===== src/rtl/mem_access_unit.sv =====
// mem_access_unit: bridges byte/half/word core loads and stores onto a
// word-wide memory port. Sub-word stores run as read-modify-write.
// Optional feature macro: MAU_TIMEOUT_EN (ack-wait limit of TIMEOUT_CYCLES).
// Handshake: a request is taken in IDLE when req_valid=1. In RD/WR,
// mem_req stays high with stable mem_addr/mem_we/mem_wdata until a cycle
// in which mem_ack=1 is sampled on the rising clock edge.
module mem_access_unit #(
   parameter int TIMEOUT_CYCLES = 255
) (
   input  logic        clk,
   input  logic        rst,
   input  logic        req_valid,
   input  logic        req_write,
   input  logic [1:0]  req_op,
   input  logic        req_ext,
   input  logic [31:0] req_addr,
   input  logic [31:0] req_wdata,
   output logic        busy,
   output logic        done,
   output logic [31:0] rdata,
   output logic        misalign,
   output logic        timeout,
   output logic        mem_req,
   output logic        mem_we,
   output logic [31:0] mem_addr,
   output logic [31:0] mem_wdata,
   input  logic [31:0] mem_rdata,
   input  logic        mem_ack,
   output logic [2:0]  o_dbg_state
);

   typedef enum logic [2:0] {
      S_IDLE = 3'd0,
      S_RD   = 3'd1,
      S_WR   = 3'd2,
      S_DONE = 3'd3,
      S_ERR  = 3'd4
   } state_t;

   state_t      r_state;
   state_t      w_next;
   logic        r_write;
   logic [1:0]  r_op;
   logic        r_ext;
   logic [1:0]  r_lo;
   logic [15:0] r_wdata;
   logic [31:0] r_rdata;
   logic [31:0] r_mem_addr;
   logic [31:0] r_mem_wdata;
   logic        r_to_flag;
   logic        w_to_hit;
   logic        w_req_word;
   logic        w_req_mis;
   logic        w_is_byte;
   logic        w_is_half;
   logic [7:0]  w_byte;
   logic [15:0] w_half;
   logic [31:0] w_load;
   logic [31:0] w_merge;

   // 2'b11 falls through to word handling
   assign w_req_word = (req_op != 2'b01) && (req_op != 2'b10);
   assign w_req_mis  = ((req_op == 2'b01) && req_addr[0]) ||
                       (w_req_word && (req_addr[1:0] != 2'b00));
   assign w_is_byte  = (r_op == 2'b10);
   assign w_is_half  = (r_op == 2'b01);

   assign busy        = (r_state != S_IDLE);
   assign done        = (r_state == S_DONE);
   assign misalign    = (r_state == S_ERR) && !r_to_flag;
   assign timeout     = (r_state == S_ERR) && r_to_flag;
   assign mem_req     = (r_state == S_RD) || (r_state == S_WR);
   assign mem_we      = (r_state == S_WR);
   assign mem_addr    = r_mem_addr;
   assign mem_wdata   = r_mem_wdata;
   assign rdata       = r_rdata;
   assign o_dbg_state = r_state;

`ifdef MAU_TIMEOUT_EN
   localparam int CW = ($clog2(TIMEOUT_CYCLES + 1) > 8) ? $clog2(TIMEOUT_CYCLES + 1) : 8;
   logic [CW-1:0] r_wait_cnt;

   // the limit is reached in the cycle that would make the count TIMEOUT_CYCLES
   assign w_to_hit = mem_req && !mem_ack && (r_wait_cnt == CW'(TIMEOUT_CYCLES - 1));

   // wait counter: cleared on any state change, counts unacknowledged request cycles
   always_ff @(posedge clk) begin
      if (rst || !mem_req || (w_next != r_state)) r_wait_cnt <= '0;
      else if (!mem_ack)                         r_wait_cnt <= r_wait_cnt + 1'b1;
   end
`else
   // no ack limit: the parameter is kept only so both builds share one interface
   assign w_to_hit = 1'b0 & (TIMEOUT_CYCLES > 0);
`endif

   // state register
   always_ff @(posedge clk) begin
      if (rst) r_state <= S_IDLE;
      else     r_state <= w_next;
   end

   // next-state decode
   always_comb begin
      w_next = r_state;
      case (r_state)
         S_IDLE: begin
            if (req_valid) begin
               if (w_req_mis)                    w_next = S_ERR;
               else if (!req_write || !w_req_word) w_next = S_RD;
               else                              w_next = S_WR;
            end
         end
         S_RD: begin
            if (w_to_hit)     w_next = S_ERR;
            else if (mem_ack) w_next = r_write ? S_WR : S_DONE;
         end
         S_WR: begin
            if (w_to_hit)     w_next = S_ERR;
            else if (mem_ack) w_next = S_DONE;
         end
         default: w_next = S_IDLE;
      endcase
   end

   // lane extraction with extension for loads, lane merge for sub-word stores
   always_comb begin
      w_byte  = mem_rdata[7:0];
      w_half  = r_lo[1] ? mem_rdata[31:16] : mem_rdata[15:0];
      w_load  = mem_rdata;
      w_merge = mem_rdata;
      case (r_lo)
         2'd1:    w_byte = mem_rdata[15:8];
         2'd2:    w_byte = mem_rdata[23:16];
         2'd3:    w_byte = mem_rdata[31:24];
         default: w_byte = mem_rdata[7:0];
      endcase
      if (w_is_byte) begin
         w_load = r_ext ? {{24{w_byte[7]}}, w_byte} : {24'h0, w_byte};
         case (r_lo)
            2'd1:    w_merge[15:8]  = r_wdata[7:0];
            2'd2:    w_merge[23:16] = r_wdata[7:0];
            2'd3:    w_merge[31:24] = r_wdata[7:0];
            default: w_merge[7:0]   = r_wdata[7:0];
         endcase
      end else if (w_is_half) begin
         w_load = r_ext ? {{16{w_half[15]}}, w_half} : {16'h0, w_half};
         if (r_lo[1]) w_merge[31:16] = r_wdata;
         else         w_merge[15:0]  = r_wdata;
      end
   end

   // request capture, load result and write-word construction
   always_ff @(posedge clk) begin
      if (rst) begin
         r_write     <= 1'b0;
         r_op        <= 2'b00;
         r_ext       <= 1'b0;
         r_lo        <= 2'b00;
         r_wdata     <= 16'h0;
         r_rdata     <= 32'h0;
         r_mem_addr  <= 32'h0;
         r_mem_wdata <= 32'h0;
         r_to_flag   <= 1'b0;
      end else begin
         r_to_flag <= w_to_hit;
         if ((r_state == S_IDLE) && req_valid) begin
            r_write    <= req_write;
            r_op       <= req_op;
            r_ext      <= req_ext;
            r_lo       <= req_addr[1:0];
            r_wdata    <= req_wdata[15:0];
            r_mem_addr <= {req_addr[31:2], 2'b00};
            if (req_write && w_req_word) r_mem_wdata <= req_wdata;
         end else if ((r_state == S_RD) && mem_ack) begin
            if (r_write) r_mem_wdata <= w_merge;
            else         r_rdata     <= w_load;
         end
      end
   end

endmodule

===== config.mk =====
export PLATFORM = sky130hd
export DESIGN_NAME = mem_access_unit
export DESIGN_NICKNAME = d
export VERILOG_FILES = /design/src/rtl/mem_access_unit.sv
export SDC_FILE = /design/constraint.sdc
export NUM_CORES = 1
export LEC_CHECK = 0
export ABC_AREA = 1
export BUFFER_PORTS_ARGS = -buffer_cell sky130_fd_sc_hd__buf_2
export CAP_MARGIN = 20
export CORE_MARGIN = 2
export CORE_UTILIZATION = 42
export DETAILED_ROUTE_END_ITERATION = 7
export HOLD_SLACK_MARGIN = 0.15
export PLACE_DENSITY = 0.7
export SYNTH_ARGS = -nofsm -noshare
export SYNTH_HDL_FRONTEND = slang
export SYNTH_SLANG_ARGS = --single-unit

===== constraint.sdc =====
create_clock -name clk -period 1.4 [get_ports clk]
set_input_delay 0.14 -clock clk [delete_from_list [all_inputs] [get_ports clk]]
set_output_delay 0.14 -clock clk [all_outputs]
set_load 0.005 [all_outputs]

==> metrics list, run 1 <==
- Deepest level of the CTS H-tree: 4
- Unrepaired setup endpoints after global routing: true
- After detailed routing, the average wire length per cell comes to 16.01 um.
- Summed over all nets, the half-perimeter wirelength after detailed placement is 16500 um.
- Derived from the worst setup path, the maximum achievable clock frequency is 660.2 MHz.
- Total of flip-flops plus latches after synthesis: 119
- Vert. Die Dim: 131.7 um
- From synthesis to final layout, the design area changed by 55.87%.
* All-layer global routing usage: 28.55%
* Congestion Overflow GR: 0
- Busiest layer in global routing: met2
- Drt pass-1 iters: 5
- The detail route stage leaves a number of antenna-violating nets equal to 0.
* Max-cap violation count: 0
* Primary FF master, synth: sky130_fd_sc_hd__dfxtp_1
* Worst-path cell chain: inv_4 > nand4_1 > buf_6 > nor2_4 > buf_6 > inv_1 > nor2_1 > nor2_1
- Final Hold Fails: 0
* Antenna violations before repair: 0
- Io pins: 209
* Final worst hold slack: 167.7 ps
* Initial standard-cell utilization of the core: 42.98%
* Launching element of the worst setup path: o_dbg_state[2]
- Path class of the lowest-slack min-delay path: primary input to register
- In this run the power density over the cells is 1783 nW/um^2.
* Number of nets in the final layout: 1546
* Run status: finished with violations
- In the routed design, unresolved DRC markers number 0.
- CP Depth: 8
- Worst Setup Path Type: register to register
- Area of the die: 17350 um^2
- Number of buffers between clock root and the deepest sink: 2
- Synthesis warning total: 0
* Routability Congestion: 0.9519
* Violated checks: negative setup slack
* Buf/Inv on CP: 4
- The largest total area in the synthesized netlist belongs to sky130_fd_sc_hd__dfxtp_1.
- For the pin with the worst max-slew slack, the measured transition is 562.5 ps.
* Global-route track usage on met3: 5.882%
* Filler cell count in the final layout: 1361
- Wires add up to 26730 um.
* Startpoint type of the worst setup path: register
- TritonCTS clock tree: done
- Period utilisation layout: 108.2%
* Cell chosen for the clock root: sky130_fd_sc_hd__clkbuf_16
- Worst reg2reg path startpoint: o_dbg_state[2]
- Vias: 8783
- Launch instance of the worst min-delay path: mem_rdata[25]
- Sequential cell area fraction in the yosys report: 34.76%
- The worst path in the final design needs a cycle of 1515 ps, including I/O delays and setup.
- Total negative setup slack: -4952 ps
- 0 antenna diodes ended up in the layout.
- After clock tree synthesis, the clock-pin slew on the worst setup and hold paths is 60 ps.
* Overall power consumption: 19.05 mW
* Number of enable-type register cells in the synthesized netlist: 0
- Summed over all cells, the static leakage comes to 5.290 nW.
- Share of synthesized registers carrying an async set or reset: 0%
- Share of Yosys cell area claimed by the top area cell type: 34.76%
- After floorplanning, the core was divided into 46 placement rows.
* Arrival @ worst endpoint: 1830 ps
- Counting every instance in the synthesized netlist gives 1134.
- Met1 usage: 37.28%
* Family of cells with the greatest summed delay on the critical path: buffers and inverters
* Min-Delay Path Depth: 5
* Largest stage delay on the critical path: 340 ps
* Mapped Avg Cell Area: 6.043 um^2
* Worst vdd rail ir drop: 1407 uV
* Via count normalized by instance count: 5.259
- Final Skew: 10.59 ps
* Reg2reg path depth: 8
- Cell with the largest stage delay on the worst path: sky130_fd_sc_hd__dfxtp_2
* Count of buffers inserted at the top-level ports: 205
* Iteration-0 DRC count of the detailed router: 1033
- Floorplan die width: 131.7 um
* Core area: 15940 um^2
- For this run, the share of the core covered by cells in the final layout is 67.00%.
* # clock sinks: 119
- Req. time, crit path: 1720 ps
* Worst-path fanout max: 7
- The number of global-route vias before repair came to 7935.
- Inserted Clock Buffers: 17
- The final max-slew violation count was 0.
* Minimum setup slack in the final design: -114.7 ps
- Entering global routing, the biggest net connects 71 pins.
- The first global-routing pass estimated 40080 um of wire.
- Number of distinct library cells after synthesis: 27
* Number of setup violations in the final report: 77
- Of the cells placed in the final design, the portion with a size suffix greater than 1 is 28.82%.
* Synth area leaders: sky130_fd_sc_hd__dfxtp_1 (35%), sky130_fd_sc_hd__nand2_1 (17%), sky130_fd_sc_hd__a21oi_1 (9.0%), sky130_fd_sc_hd__nor2_1 (7.5%), sky130_fd_sc_hd__inv_1 (7.2%)
- STA classifies the critical path endpoint as a register.
- The worst pin sits at a relative slew slack of 62.50%.
* Clk_lat worst skew: 430 ps
* Met2 Track Usage GR: 45.49%
- Post-Syn Area: 6853 um^2
registers in the layout, indices dropped and copies added (netlist names):
signal,flops
rdata,32
r_op,2
r_wdata,16
r_write,1
r_ext,1
mem_addr,30
mem_wdata,32
o_dbg_state,3
r_lo,2
through the flow:
| stage | worst slack, ps | cells | instance area [um^2] |
|---|---|---|---|
| after floorplan | -18.03 | 1136 | 6913 |
| after global placement | -138.5 | 1545 | 8561 |
| after detailed placement | -197.5 | 1545 | 8561 |
| after CTS | -70.19 | 1663 | 10190 |
| after global routing | -164.3 | 1670 | 10680 |
| final | -114.7 | 1670 | 10680 |
timing repair:
item,in CTS,in global routing
hold buffers,78,0
pin swaps,6,28
endpoints found under the setup margin,100,122
cloned,1,4
hold endpoints to repair,97,0
buffers inserted,7,5
resized for setup,43,125
layer usage:
metal / vias to the layer above / part of all wire [%]
li1: 4255 / -
met1: 3983 / 40
met2: 459 / 48
met3: 86 / 8.2
met4: 0 / 3.8
met5: - / 0
cell type report:
| cell class | instances | area (um^2) | area share, % |
|---|---|---|---|
| repair buffers | 367 | 2864 | 26.81 |
| well taps | 216 | 270.3 | 2.530 |
| multi-input cells | 800 | 3956 | 37.04 |
| inverters | 136 | 538.0 | 5.037 |
| clock buffers | 19 | 442.9 | 4.147 |
| clock inverters | 13 | 217.7 | 2.038 |
| flip-flops and latches | 119 | 2392 | 22.40 |
cell usage after synthesis, types with 2 or more instances:
| master | instances |
|---|---|
| sky130_fd_sc_hd__a21oi_1 | 123 |
| sky130_fd_sc_hd__clkinv_1 | 2 |
| sky130_fd_sc_hd__nor2_1 | 137 |
| sky130_fd_sc_hd__buf_6 | 3 |
| sky130_fd_sc_hd__o211ai_1 | 18 |
| sky130_fd_sc_hd__nor3_1 | 3 |
| sky130_fd_sc_hd__nand2_2 | 2 |
| sky130_fd_sc_hd__nand2_1 | 313 |
| sky130_fd_sc_hd__inv_2 | 3 |
| sky130_fd_sc_hd__nor2_4 | 2 |
| sky130_fd_sc_hd__clkbuf_1 | 41 |
| sky130_fd_sc_hd__nand3_2 | 2 |
| sky130_fd_sc_hd__o21ai_0 | 67 |
| sky130_fd_sc_hd__nand4_1 | 49 |
| sky130_fd_sc_hd__dfxtp_1 | 119 |
| sky130_fd_sc_hd__buf_4 | 4 |
| sky130_fd_sc_hd__buf_2 | 26 |
| sky130_fd_sc_hd__nand3_1 | 74 |
| sky130_fd_sc_hd__a31oi_1 | 2 |
| sky130_fd_sc_hd__buf_1 | 7 |
| sky130_fd_sc_hd__inv_1 | 131 |
cell usage in the layout (no fill, tap or decap), drive strengths merged, types with 2 or more instances in the layout:
master and count:
a21oi 123, clkbuf 22, o211ai 18, nand4 50, clkinvlp 2, dlygate4sd3 78, dfxtp 119, conb 3
clkinv 6, buf 286, nand3 76, o21ai 68, nor2 139, bufinv 5, nand2 316, nor3 3
inv 136, a31oi 2
worst register-to-register path, cell delays in order (launching register included):
cell	delay (ps)
sky130_fd_sc_hd__dfxtp_2	340
sky130_fd_sc_hd__inv_4	100
sky130_fd_sc_hd__nand4_1	100
sky130_fd_sc_hd__buf_6	150
sky130_fd_sc_hd__nor2_4	170
sky130_fd_sc_hd__buf_6	180
sky130_fd_sc_hd__inv_1	140
sky130_fd_sc_hd__nor2_1	160
sky130_fd_sc_hd__nor2_1	50
final timing paths:
| path | to | slack, ps |
|---|---|---|
| max | rdata[1] | -110 |
| max reg2reg | rdata[1] | -110 |
| min | rdata[25] | 170 |
| min reg2reg | r_wdata[13] | 470 |
logic make-up after synthesis:
logic type / synth area share, %
compound gates: 16.19
fa+ha+maj: 0.1826
buf+inv: 12.91
flops: 34.76
other cells: 0.05472
simple gates: 35.90
where the power goes:
group / total (mW) / switching (mW) / internal, mW
combinational: 9.59 / 5.41 / 4.18
sequential: 4.54 / 0.428 / 4.11
clock: 4.92 / 1.70 / 3.22
Power figures use the tool's default switching activity.
==> inputs of run 2 (changes only) <==
Settings changed: PLACE_DENSITY 0.7 to 0.67, SKIP_LAST_GASP set to 1.
Clock period 1.4 ns to 1.65 ns, I/O delays scaled along.
==> run 2 against run 1 <==
Net effect:
- the run now ends clean
- wire length is 10% lower
- sequential share of layout area grew 2.7 points
- clock skew down 4.8 ps
- critical path depth increased by 1
- critical path type is now primary input to register
==> metrics list, run 2 (synthesis gave the netlist of run 1 again) <==
- The final max-slew violation count is 0.
* Req. time, crit path: 1990 ps
- The flow ran to the end, and the final reports show no timing, DRC or antenna violations.
- In this run the number of H-tree levels came out at 4.
- Cell internal power dissipation: 8.335 mW
* Final Skew: 5.786 ps
- Final Hold Fails: 0
- Leak Pwr: 4.856 nW
- Across the VDD grid, the largest voltage drop is 769.5 uV.
- Worst Setup Path Type: primary input to register
- Share of power burned in the clock network: 27.9%
- Once placement finished, the instance area stood at 8235 um^2.
- Final core area utilization: 59.70%
- The number of buffers and inverters on the critical path is 3.
* Cell with the largest stage delay on the worst path: sky130_fd_sc_hd__dlygate4sd3_1
* Filler cell count in the final layout: 1565
* Floorplan die width: 131.7 um
- Path class of the lowest-slack min-delay path: primary input to register
- Slew @ Worst Pin: 528.2 ps
* Number of buffers between clock root and the deepest sink: 2
- Startpoint type of the worst setup path: primary input
* Max_slew headroom: 64.79%
- Max-cap violation count: 0
* Io pins: 209
* Drt drc: 0
- Shortest clock period the worst path allows after layout: 1569 ps
* Design Area, Final: 9518 um^2
* Period utilisation layout: 95.09%
* Switching power: 5.511 mW
- The final layout contains routed wiring with a total length of 24060 um.
* Iteration-0 DRC count of the detailed router: 826
- Area grow syn2layout: 38.89%
- After global routing the overflow that remains totals 0.
- Number of nets in the final layout: 1493
- Derived from the worst setup path, the maximum achievable clock frequency is 637.4 MHz.
- FF/Latch Area: 2386 um^2
- Once routing completed, OpenROAD measured the worst setup slack at 81.01 ps.
- The signal on the critical path passes through dlygate4sd3_1 > buf_2 > ha_1 > nand2_2 > nand4_2 > nand3_4 > buf_12 > nor2_1 > a21oi_1.
* Initial standard-cell utilization of the core: 42.98%
- The congestion estimate from routability-driven global placement came to 0.9674.
* DP Wirelength: 16440 um
* Antenna diodes: 0
- Drt pass-1 iters: 6
* Core area: 15940 um^2
- The detail route stage leaves a number of antenna-violating nets equal to 0.
* Family of cells with the greatest summed delay on the critical path: buffers and inverters
- Arrival @ worst endpoint: 1910 ps
* Number of setup violations in the final report: 0
- The die covers 17350 um^2.
* PD cells: 1455 nW/um^2
- Vias: 8238
* Kind of end point of the critical path: register
- TritonCTS built the clock tree.
* Number of global-route vias before repair: 7640
* Combinational fraction of design power: 44.2%
- The number of clock buffers added by TritonCTS is 17.
- Via count normalized by instance count: 5.095
- Dividing the detail-routed wire length by the instance count gives 14.88 um.
* Clk_lat worst skew: 410 ps
- In this run the tool buffered the top-level ports with 205 buffer cells.
- Inst Count DP: 1522
- Across every metal layer, demand over resource in global routing totals 27.11%.
- Sequential cells account for 27.9% of the total power.
- On the worst path, the slowest cell contributes a delay of 530 ps.
- The post-route netlist has 21.98% of its cells at a drive strength greater than 1.
* Largest net degree at the start of global routing: 71
- The top cell types in the final layout, fill and taps aside, are sky130_fd_sc_hd__nand2_1 (311), sky130_fd_sc_hd__buf_2 (205), sky130_fd_sc_hd__nor2_1 (135).
- Count of non-filler cells in the finished layout: 1617
* Final worst hold slack: 153.6 ps
- Unrepaired setup endpoints after global routing: true
- The first global-routing pass estimated 38540 um of wire.
* Switching power as a share of total power: 39.80%
- Antenna violations before repair: 0
- Pre-CTS setup slack: 29.54 ps
* Commonest non-fill, non-tap cell in the layout: sky130_fd_sc_hd__nand2_1
* # clock sinks: 119
* Worst-path fanout max: 16
* Cell chosen for the clock root: sky130_fd_sc_hd__clkbuf_16
- Clock-pin slew was measured on the worst setup and hold paths at 60 ps.
- Summing all multi-input logic gate instances after layout gives 3618 um^2.
* Number of rows created at floorplan: 46
- Vert. Die Dim: 131.7 um
run 2: cell count changes in the layout (fill, tap and decap cells not counted), moves of 15 or more:
cell,change
sky130_fd_sc_hd__o21ai_1,-15
sky130_fd_sc_hd__nor2_2,-17
sky130_fd_sc_hd__dlygate4sd3_1,-20
sky130_fd_sc_hd__buf_6,-15
sky130_fd_sc_hd__nand2_1,+26
sky130_fd_sc_hd__o21ai_0,+18
sky130_fd_sc_hd__nand2_2,-17
sky130_fd_sc_hd__nor2_1,+25
run 2: metal layers:
| layer | GRT usage (%) | up-vias | routed length (um) |
|---|---|---|---|
| met3 | 7.612 | 51 | 1884 |
| met2 | 43.66 | 329 | 11110 |
| met1 | 35.25 | 3713 | 10520 |
| met5 | 0 | - | 0 |
| li1 | - | 4145 | - |
| met4 | 8.696 | 0 | 544 |
run 2: area by class of cell:
cell class / count / area share, %
clock buffers: 20 / 4.903
clock inverters: 12 / 1.564
inverters: 136 / 5.363
multi-input cells: 800 / 38.02
flip-flops and latches: 119 / 25.07
well taps: 216 / 2.839
repair buffers: 314 / 22.24
run 2: power groups by stage:
stage | clock (mW) | combinational, mW | sequential, mW
after floorplan | 0 | 3.77 | 3.86
after global placement | 0 | 5.75 | 3.88
after detailed placement | 0 | 5.79 | 3.89
after CTS | 3.91 | 5.93 | 3.84
after global routing | 4.06 | 6.87 | 3.93
final | 3.86 | 6.12 | 3.86
run 2: through the flow:
step | TNS [ps] | power [mW]
after detailed placement | 0 | 9.679
after global routing | -30.08 | 14.85
after CTS | 0 | 13.67
after floorplan | 0 | 7.634
final | 0 | 13.85
after global placement | 0 | 9.629
run 2: tightest hold or removal path: cells and delay by family:
| family | cells | cell delay (ps) |
|---|---|---|
| buffers and inverters | 1 | 80 |
| AND/OR/NAND/NOR | 4 | 290 |
run 2: what timing repair did:
item	in CTS	in global routing
hold buffers	58	0
hold endpoints to repair	69	0
resized for setup	0	16
buffers inserted	0	4
endpoints found under the setup margin	0	77
run 2: final timing paths:
path | startpoint | endpoint | slack, ps | cells after the start
min reg2reg | mem_addr[22] | mem_addr[22] | 460 | 2
min | req_wdata[19] | mem_wdata[19] | 150 | 5
max | req_op[0] | mem_wdata[6] | 80 | 9
max reg2reg | o_dbg_state[2] | rdata[9] | 80 | 7
==> inputs of run 3 (changes only) <==
Settings changed: CAP_MARGIN 20 to 40, CORE_UTILIZATION 42 to 30, PLACE_DENSITY 0.67 to unset.
==> run 3 against run 2 <==
Net effect:
- combinational power up 0.8%
- clock-buffer cell count up 2
- worst setup slack got worse by 1.3 ps
- fmax hardly changed
- global-route usage decreased by 6.2 points
- core utilization down 17 points
- die area increased by 39%
- sequential power about the same
- wire length up 6.9%
- first-iteration DRC count decreased by 19%
==> metrics list, run 3 (synthesis gave the netlist of run 1 again) <==
- Run status: completed
- Pins Over Slew Limit: 0
- Startpoint type of the worst setup path: primary input
- Detail Route Antenna Nets: 0
- The first detailed-routing pass ran for 5 iterations.
- Global routing used 20.90% of the available tracks.
* # clock sinks: 119
* Number of global-route vias before repair: 7750
- The slowest stage of the critical path belongs to the cell sky130_fd_sc_hd__dlygate4sd3_1.
- Once detailed placement completed, the half-perimeter wirelength came to 18370 um.
- Congestion Overflow GR: 0
- In this design, the stage delay of the slowest critical-path cell is 540 ps.
* Total routed wirelength: 25720 um
* Unrepaired setup endpoints after global routing: true
* Antenna diodes: 0
- By startpoint and endpoint, the worst setup path is classified as primary input to register.
- The floorplan step set the die width to 155.1 um.
- The tool flagged a number of max-cap violations equal to 0.
- Across the VDD grid, the largest voltage drop is 909.3 uV.
* Final routed wire length divided by cell count: 15.30 um
- Number of buffers between clock root and the deepest sink: 2
* Number of rows created at floorplan: 55
- Worst-path fanout max: 16
* Final Hold Fails: 0
* Io pins: 209
- For the final database, setup skew stands at 12.07 ps.
- Via count normalized by instance count: 4.903
- Iteration-0 DRC count of the detailed router: 671
- The smallest clock period supported by the final layout is computed as 1570 ps.
- Worst-path cell chain: dlygate4sd3_1 > buf_2 > ha_1 > nand2_2 > nand4_4 > nand3_4 > buf_12 > nor2_1 > a21oi_1
- Number of setup violations in the final report: 0
* Peak Freq: 636.8 MHz
- PD cells: 1463 nW/um^2
* Leak Pwr: 4.849 nW
- Setup slack closes at 79.74 ps.
- The first global-routing pass estimated 40080 um of wire.
* Path class of the lowest-slack min-delay path: primary input to register
* Core area: 22500 um^2
- Max_slew headroom: 63.68%
- Fraction of final layout cells with drive strength greater than 1: 22.06%
* Total negative setup slack: 0 ps
- Kind of end point of the critical path: register
- Cell chosen for the clock root: sky130_fd_sc_hd__clkbuf_16
- Routability Congestion: 0.8880
- Clock-pin slew of the registers on the worst-case setup and hold paths: 60 ps
- Initial standard-cell utilization of the core: 30.45%
- Prior to clock tree synthesis, the placed netlist has a worst setup slack of 50.01 ps.
- The H-tree was split into 4 levels.
* Largest net degree at the start of global routing: 71
- Number of nets in the final layout: 1488
* Req. time, crit path: 1990 ps
- In this run the tool buffered the top-level ports with 205 buffer cells.
- Highest-count cells in the layout ignoring fill and taps: sky130_fd_sc_hd__nand2_1 (311), sky130_fd_sc_hd__buf_2 (205), sky130_fd_sc_hd__nor2_1 (135)
- From synthesis to final layout, the design area changed by 40.08%.
- Slew @ Worst Pin: 544.8 ps
* Clk_lat worst skew: 420 ps
- Inserted Clock Buffers: 17
- TritonCTS built the clock tree.
- The initial antenna violation count was 0.
- After layout, the worst path uses 95.17% of the clock period.
- Vert. Die Dim: 155.1 um
- Commonest non-fill, non-tap cell in the layout: sky130_fd_sc_hd__nand2_1
* Drt drc: 0
* Area of the die: 24070 um^2
- Summing over every cut layer, the via total after detailed routing is 8242.
- Data arrives at the worst endpoint at 1910 ps.
## run 3: cell types whose count changed in the layout (fill, tap and decap cells not counted), sizes merged
cell	change
buf	+1
clkbuf	+1
clkinv	-1
clkinvlp	-1
dlygate4sd3	-5
## run 3: area by class of cell
class                   instances  area, um^2
clock buffers                  22       494.2
well taps                     285       356.6
flip-flops and latches        119        2386
inverters                     136       511.7
repair buffers                309        2083
clock inverters                10       140.1
fillers                      2390       12900
multi-input cells             800        3627
## run 3: final timing paths
check                           slack (ps)  depth (start not counted)      startpoint       endpoint
worst min register to register         460                          2     mem_addr[4]    mem_addr[4]
worst min-delay path                   150                          5   req_wdata[16]  mem_wdata[16]
worst max-delay path                    80                          9       req_op[0]   mem_wdata[3]
worst max register to register         100                          8  o_dbg_state[2]      rdata[10]
## run 3: metrics by stage
step	hold slack (ps)	area (um^2)	utilization (%)	total power, mW	std cells
2_1_floorplan	308.8	6860	-	7.634	1136
3_3_place_gp	413.9	8362	37.16	9.773	1593
3_5_place_dp	418.0	8362	37.16	9.806	1593
4_1_cts	151.7	9527	42.34	13.98	1678
5_1_grt	158.3	9599	42.66	15.06	1681
6_report	153.9	9599	42.66	14.05	1681
## run 3: power by group
| group | total, mW | switching (mW) | internal (mW) |
|---|---|---|---|
| logic | 6.17 | 3.78 | 2.38 |
| registers | 3.86 | 0.381 | 3.48 |
| clock network | 4.02 | 1.44 | 2.58 |
## run 3: metal layers
metal	up-vias	routed length, um	track usage (%)
met5	-	0	0
met1	3781	11340	26.69
met4	0	647	7.716
met2	288	11900	33.99
met3	42	1828	5.404
li1	4131	-	-
## run 3: worst max-delay path, delay by kind of cell
family                     cells  cell delay [ps]
buffers and inverters          3              830
and+or+nand+nor                4              430
adders and majority gates      1              320
AOI/OAI and AO/OA              1              160
## run 3: repair_timing
item                                    in CTS  in global routing
hold endpoints to repair                    59                  0
endpoints found under the setup margin       0                 92
buffers inserted                             0                  3
hold buffers                                53                  0
gates resized for setup                      0                 17
